### src/rtl/note_arbiter.sv
// rtl/note_arbiter.sv - arbitrates physical-key and UART note requests onto a one-hot note output
//
// Optional feature macro: PIN_PREEMPT_EN (when defined, a valid key press
// during a UART note discards the UART note and plays the key immediately).
//
// Ports:
//   clk           system clock, all state changes on its rising edge
//   rst_n         asynchronous active-low reset
//   pin_req       level, high while a physical key is held
//   pin_note      9-bit key code of the physical key
//   uart_valid    UART note offer, held until accepted
//   uart_note     9-bit UART key code, stable while uart_valid is high
//   uart_ready    combinational accept for the UART offer
//   one_hot_note  registered note, bit k means note k+1, zero means rest
//   src           registered owner: 00 none, 01 pin, 10 UART
//   busy          registered, high whenever the FSM is not idle
//   bad_note      registered one-cycle pulse on an illegal code
`timescale 1ns/1ps
module note_arbiter #(
    parameter int HOLD_CYCLES = 25000000,
    parameter int GAP_CYCLES  = 1000000
) (
    input  logic        clk,
    input  logic        rst_n,
    input  logic        pin_req,
    input  logic [8:0]  pin_note,
    input  logic        uart_valid,
    input  logic [8:0]  uart_note,
    output logic        uart_ready,
    output logic [20:0] one_hot_note,
    output logic [1:0]  src,
    output logic        busy,
    output logic        bad_note
);

    localparam int MAX_CYCLES = (HOLD_CYCLES > GAP_CYCLES) ? HOLD_CYCLES : GAP_CYCLES;
    localparam int CW         = $clog2(MAX_CYCLES + 1);

    localparam logic [CW-1:0] HOLD_LOAD = CW'(HOLD_CYCLES - 1);
    localparam logic [CW-1:0] GAP_LOAD  = CW'((GAP_CYCLES > 0) ? (GAP_CYCLES - 1) : 0);
    localparam logic [CW-1:0] CNT_ONE   = CW'(1);

    localparam logic [1:0] SRC_NONE = 2'b00;
    localparam logic [1:0] SRC_PIN  = 2'b01;
    localparam logic [1:0] SRC_UART = 2'b10;

`ifdef PIN_PREEMPT_EN
    localparam bit PREEMPT = 1'b1;
`else
    localparam bit PREEMPT = 1'b0;
`endif

    typedef enum logic [1:0] {
        IDLE      = 2'd0,
        PIN_PLAY  = 2'd1,
        UART_PLAY = 2'd2,
        GAP       = 2'd3
    } state_t;

    // With no gap configured, a finished note drops straight back to IDLE.
    localparam state_t END_STATE = (GAP_CYCLES > 0) ? GAP : IDLE;

    function automatic logic [20:0] decode(input logic [8:0] code);
        logic [20:0] v;
        v = '0;
        for (int k = 0; k < 21; k++) begin
            if (code == 9'(k + 1)) v[k] = 1'b1;
        end
        return v;
    endfunction

    state_t        state, state_d;
    logic [CW-1:0] cnt, cnt_d;
    logic [8:0]    code_q, code_d;
    logic [20:0]   note_d;
    logic [1:0]    src_d;
    logic          bad_d;
    // Set once an illegal key code has been reported for the current press,
    // so a held illegal key pulses bad_note only once.
    logic          bad_seen, bad_seen_d;

    logic pin_legal, pin_illegal, pin_elig, pin_bad_new;

    assign pin_legal   = (pin_note >= 9'd1) && (pin_note <= 9'd21);
    assign pin_illegal = (pin_note >= 9'd22);
    assign pin_elig    = pin_req && pin_legal;
    assign pin_bad_new = pin_req && pin_illegal && !bad_seen;

    assign uart_ready  = (state == IDLE) && !pin_elig;

    always_comb begin
        state_d    = state;
        cnt_d      = cnt;
        code_d     = code_q;
        note_d     = one_hot_note;
        src_d      = src;
        bad_d      = 1'b0;
        bad_seen_d = pin_req ? bad_seen : 1'b0;

        unique case (state)
            IDLE: begin
                if (pin_elig) begin
                    state_d = PIN_PLAY;
                    note_d  = decode(pin_note);
                    src_d   = SRC_PIN;
                end else begin
                    if (pin_bad_new) begin
                        bad_d      = 1'b1;
                        bad_seen_d = 1'b1;
                    end
                    if (uart_valid) begin
                        if (uart_note <= 9'd21) begin
                            state_d = UART_PLAY;
                            code_d  = uart_note;
                            note_d  = decode(uart_note);
                            src_d   = SRC_UART;
                            cnt_d   = HOLD_LOAD;
                        end else begin
                            bad_d   = 1'b1;
                        end
                    end
                end
            end
            PIN_PLAY: begin
                if (pin_elig) begin
                    note_d = decode(pin_note);
                end else begin
                    // Key lifted, or code moved to rest/illegal: treat as release.
                    if (pin_bad_new) begin
                        bad_d      = 1'b1;
                        bad_seen_d = 1'b1;
                    end
                    state_d = END_STATE;
                    note_d  = '0;
                    src_d   = SRC_NONE;
                    cnt_d   = GAP_LOAD;
                end
            end
            UART_PLAY: begin
                if (PREEMPT && pin_elig) begin
                    state_d = PIN_PLAY;
                    note_d  = decode(pin_note);
                    src_d   = SRC_PIN;
                    cnt_d   = '0;
                end else if (cnt == '0) begin
                    state_d = END_STATE;
                    note_d  = '0;
                    src_d   = SRC_NONE;
                    cnt_d   = GAP_LOAD;
                end else begin
                    note_d  = decode(code_q);
                    cnt_d   = cnt - CNT_ONE;
                end
            end
            GAP: begin
                note_d = '0;
                src_d  = SRC_NONE;
                if (cnt == '0) begin
                    state_d = IDLE;
                end else begin
                    cnt_d   = cnt - CNT_ONE;
                end
            end
            default: begin
                state_d = IDLE;
                note_d  = '0;
                src_d   = SRC_NONE;
                cnt_d   = '0;
            end
        endcase
    end

    always_ff @(posedge clk or negedge rst_n) begin
        if (!rst_n) begin
            state        <= IDLE;
            cnt          <= '0;
            code_q       <= '0;
            one_hot_note <= '0;
            src          <= SRC_NONE;
            busy         <= 1'b0;
            bad_note     <= 1'b0;
            bad_seen     <= 1'b0;
        end else begin
            state        <= state_d;
            cnt          <= cnt_d;
            code_q       <= code_d;
            one_hot_note <= note_d;
            src          <= src_d;
            busy         <= (state_d != IDLE);
            bad_note     <= bad_d;
            bad_seen     <= bad_seen_d;
        end
    end

endmodule

### config.mk
export PLATFORM = sky130hd
export DESIGN_NAME = note_arbiter
export DESIGN_NICKNAME = d
export VERILOG_FILES = /design/src/rtl/note_arbiter.sv
export SDC_FILE = /design/constraint.sdc
export NUM_CORES = 1
export LEC_CHECK = 0
export ABC_AREA = 0
export BUFFER_PORTS_ARGS = -buffer_cell sky130_fd_sc_hd__clkbuf_2
export CAP_MARGIN = 40
export CORE_ASPECT_RATIO = 1.25
export CORE_MARGIN = 2
export CORE_UTILIZATION = 60
export CTS_CLUSTER_SIZE = 28
export DETAILED_ROUTE_END_ITERATION = 10
export HOLD_SLACK_MARGIN = 0.15
export PLACE_DENSITY = 0.82
export SLEW_MARGIN = 20
export SYNTH_ARGS = -nofsm -noshare
export SYNTH_HDL_FRONTEND = slang
export SYNTH_SLANG_ARGS = --single-unit
### constraint.sdc
create_clock -name clk -period 5.17 [get_ports clk]
set_input_delay 1.034 -clock clk [delete_from_list [all_inputs] [get_ports clk]]
set_output_delay 1.034 -clock clk [all_outputs]
set_load 0.005 [all_outputs]
==> impl_metrics.toml <==
[cts]
ctsHtreeMaxLevel = 3
cts.path.max_buffers = 2
cts_resized = 0
clock_sinks = 62
holdBufCountCts = 0
cts_buffers = 9
cts_tree = "done"
clk_pin_slew_ps = 60
postCtsSetupBuffers = 0
cts-root-buf = "clkbuf_8"
clock_latency_ps = 350

[setup_path]
max_stage_delay_ps = 620
worstReg2RegStart = "cnt[0]"
critical_path.top_delay_family = "simple AND/OR/NAND/NOR gates"
crit_fanout = 5
worstPathRequired_ps = 4140
r2r_end = "one_hot_note[12]"
crit_buf_inv = 3
path_cells = "clkbuf_2 > nor4_1 > nand2_1 > o21ai_0 > inv_1 > clkbuf_2"
rrSetupSlack_ps = 2310
crit_cells = 6
cp_slowest_cell = "nor4_1"
r2r_cells = 8
worst_setup_path_start_kind = "input port"
cp.arrival_ps = 2570
path_class = "input port to output port"
worst_path_most_repeated_cell = "clkbuf_2"
cp-end-kind = "output port"

[logic_synthesis]
syn-cell-area_mm2 = 0.00375
synth-main-ff-cell = "dfrtp_1"
avgSynthCellArea_um2 = 8.86
postSynthCellCount = 423
synth_edf_count = 0
seq_area_frac_synth = 0.414
async_flop_share = 1.00
synth_top_area_cell = "dfrtp_1"
synthTopCellsByArea = "dfrtp_1 (41%), nor4_1 (4.7%), nor2_1 (3.6%)"
ys_types = 58
synth_top_area_frac = 0.414
synth-seq-cells = 62
ys_warn_count = 0
synth_nets = 446

[final_layout]
drive_above_1_share = 0.184
fillers = 507
multiInputGateArea_mm2 = 0.00204
fin_area_mm2 = 0.00426
antenna_cells = 0
mostFrequentLayoutCells = "dfrtp_1 (62), clkbuf_2 (47), nor2_1 (36)"
layout_commonest_cell = "dfrtp_1"
syn2layout_area_growth_pct = 13.6
regArea_mm2 = 0.00155
num-nets-final = 486

[outcome]
outcome = "finished clean"

[timing]
setup_viol = 0
setup_tns_ps = 0
whs_ps = 479
hold_viol_final = 0
tightestPinTransition_ps = 816
rsz0062_at_grt = "false"
final_max_slew_viol_count = 0
max_freq_mhz = 277
finalCritPeriodShare = 0.698
fin_crit_ps = 3610
maxSlewHeadroom = 0.454
finClkSkew_ps = 10.9

[floorplanning]
ioPinCount = 48
dieArea_mm2 = 0.00690
chipHeight_um = 92.4
die_w_um = 74.7
rows = 32
design.core.area_mm2 = 0.00613
start_util = 0.612

[hold_path]
whs_path_depth = 1
hp-class = "flip-flop to flip-flop"
hp-start = "code_q[5]"
hold_path_end = "code_q[5]"

[global_routing]
grt_use_total = 0.341
antenna_found_initial = 0
overflow = 0
grt_max_degree = 63
grt_pass1_wl_um = 18100
grt_pass1_vias = 3790

[placed_design]
placed_area_mm2 = 0.00404
routabilityCongestion = 0.953
port_buffers = 47
hpwl_um = 7820

[routing]
wl_per_cell_um = 20.1
via_per_inst = 7.06
drt_first_pass_iters = 6
drtIter0Drc = 578
totalWireLength_um = 11100
vias = 3906
antenna_left = 0
drc_errors = 0

[power_and_ir_drop]
powerDensity_mw_per_mm2 = 285
p_leak_uw = 0.00182
power_frac_seq = 0.502
p_switching_uw = 354
p_clk_frac = 0.359
switching_share = 0.291
p_int_uw = 861
pwr-share-comb = 0.138
irDropWorstVdd_mv = 0.235

[flow_run]
cap_viol_max_count = 0
worst register-to-register path, stage by stage, from the launching register on:
cell and delay [ps]:
dfrtp_1 410, inv_1 70, ha_1 180, or4b_4 510, or4b_4 600, o211ai_1 220, buf_4 310, nor4b_1 110
o32a_1 340
per-stage QoR:
step,worst slack [ps],power [uW],utilization,cells
floorplan,1950,716,-,423
global placement,1680,767,0.657,534
detailed placement,1650,778,0.659,536
CTS,1640,1210,0.692,552
global route,1420,1280,0.695,553
finish,1560,1220,0.695,553
registers in the layout, indices dropped and copies added, names as in the netlist:
name,count
bad_note,1
code_q,9
cnt,25
busy,1
one_hot_note,21
state,2
src,2
bad_seen,1
routing by layer:
metal	vias up	GRT usage	routed length (um)
li1	1740	-	-
met1	1812	0.392	4080
met2	267	0.568	5670
met3	87	0.0740	794
met4	0	0.204	587
met5	-	0	0
worst max path at each step:
stage / from / slack [ps] / endpoint
CTS: pin_note[8] / 1640 / uart_ready
finish: pin_note[8] / 1560 / uart_ready
floorplan: pin_note[4] / 1950 / uart_ready
global placement: pin_note[8] / 1680 / uart_ready
global route: pin_note[8] / 1420 / uart_ready
detailed placement: pin_note[8] / 1650 / uart_ready
logic make-up (layout without fill, tap and decap cells):
logic type                 after synthesis  after routing  share of synthesized area
buffers and inverters                   40             85                     0.0434
AOI/OAI and AO/OA                      143            143                      0.273
and+or+nand+nor                        174            174                      0.258
DFF                                     62             62                      0.414
muxes                                    3              3                    0.00901
adders and majority gates                1              1                    0.00334
synthesized netlist by cell type, types with 5 or more instances:
cell type,n
nor4_1,28
o32a_1,8
o211ai_1,10
dfrtp_1,62
nand3_1,7
o21ai_0,14
o31ai_1,9
nor3_1,9
nor2_1,36
or4_1,7
and2_1,5
or3_1,8
a31oi_1,14
inv_1,13
o22ai_1,8
nand4_1,6
a21oi_1,25
nand2_1,29
a21o_1,5
nand2b_1,12
clkbuf_1,22
o22a_1,13
power by group through the flow:
stage                     clock network (uW)  registers, uW  logic, uW
final                                    437            610        168
after global placement                     0            609        158
after floorplan                            0            590        126
after CTS                                441            606        164
after global routing                     469            617        190
after detailed placement                   0            615        163
cell type report:
type	count	area share
multi-input cells	321	0.478
flip-flops and latches	62	0.364
repair buffers	56	0.0740
clock buffers	13	0.0373
well taps	85	0.0250
inverters	13	0.0115
clock inverters	3	0.00999
Note: power is estimated with default switching activity, not from simulation.
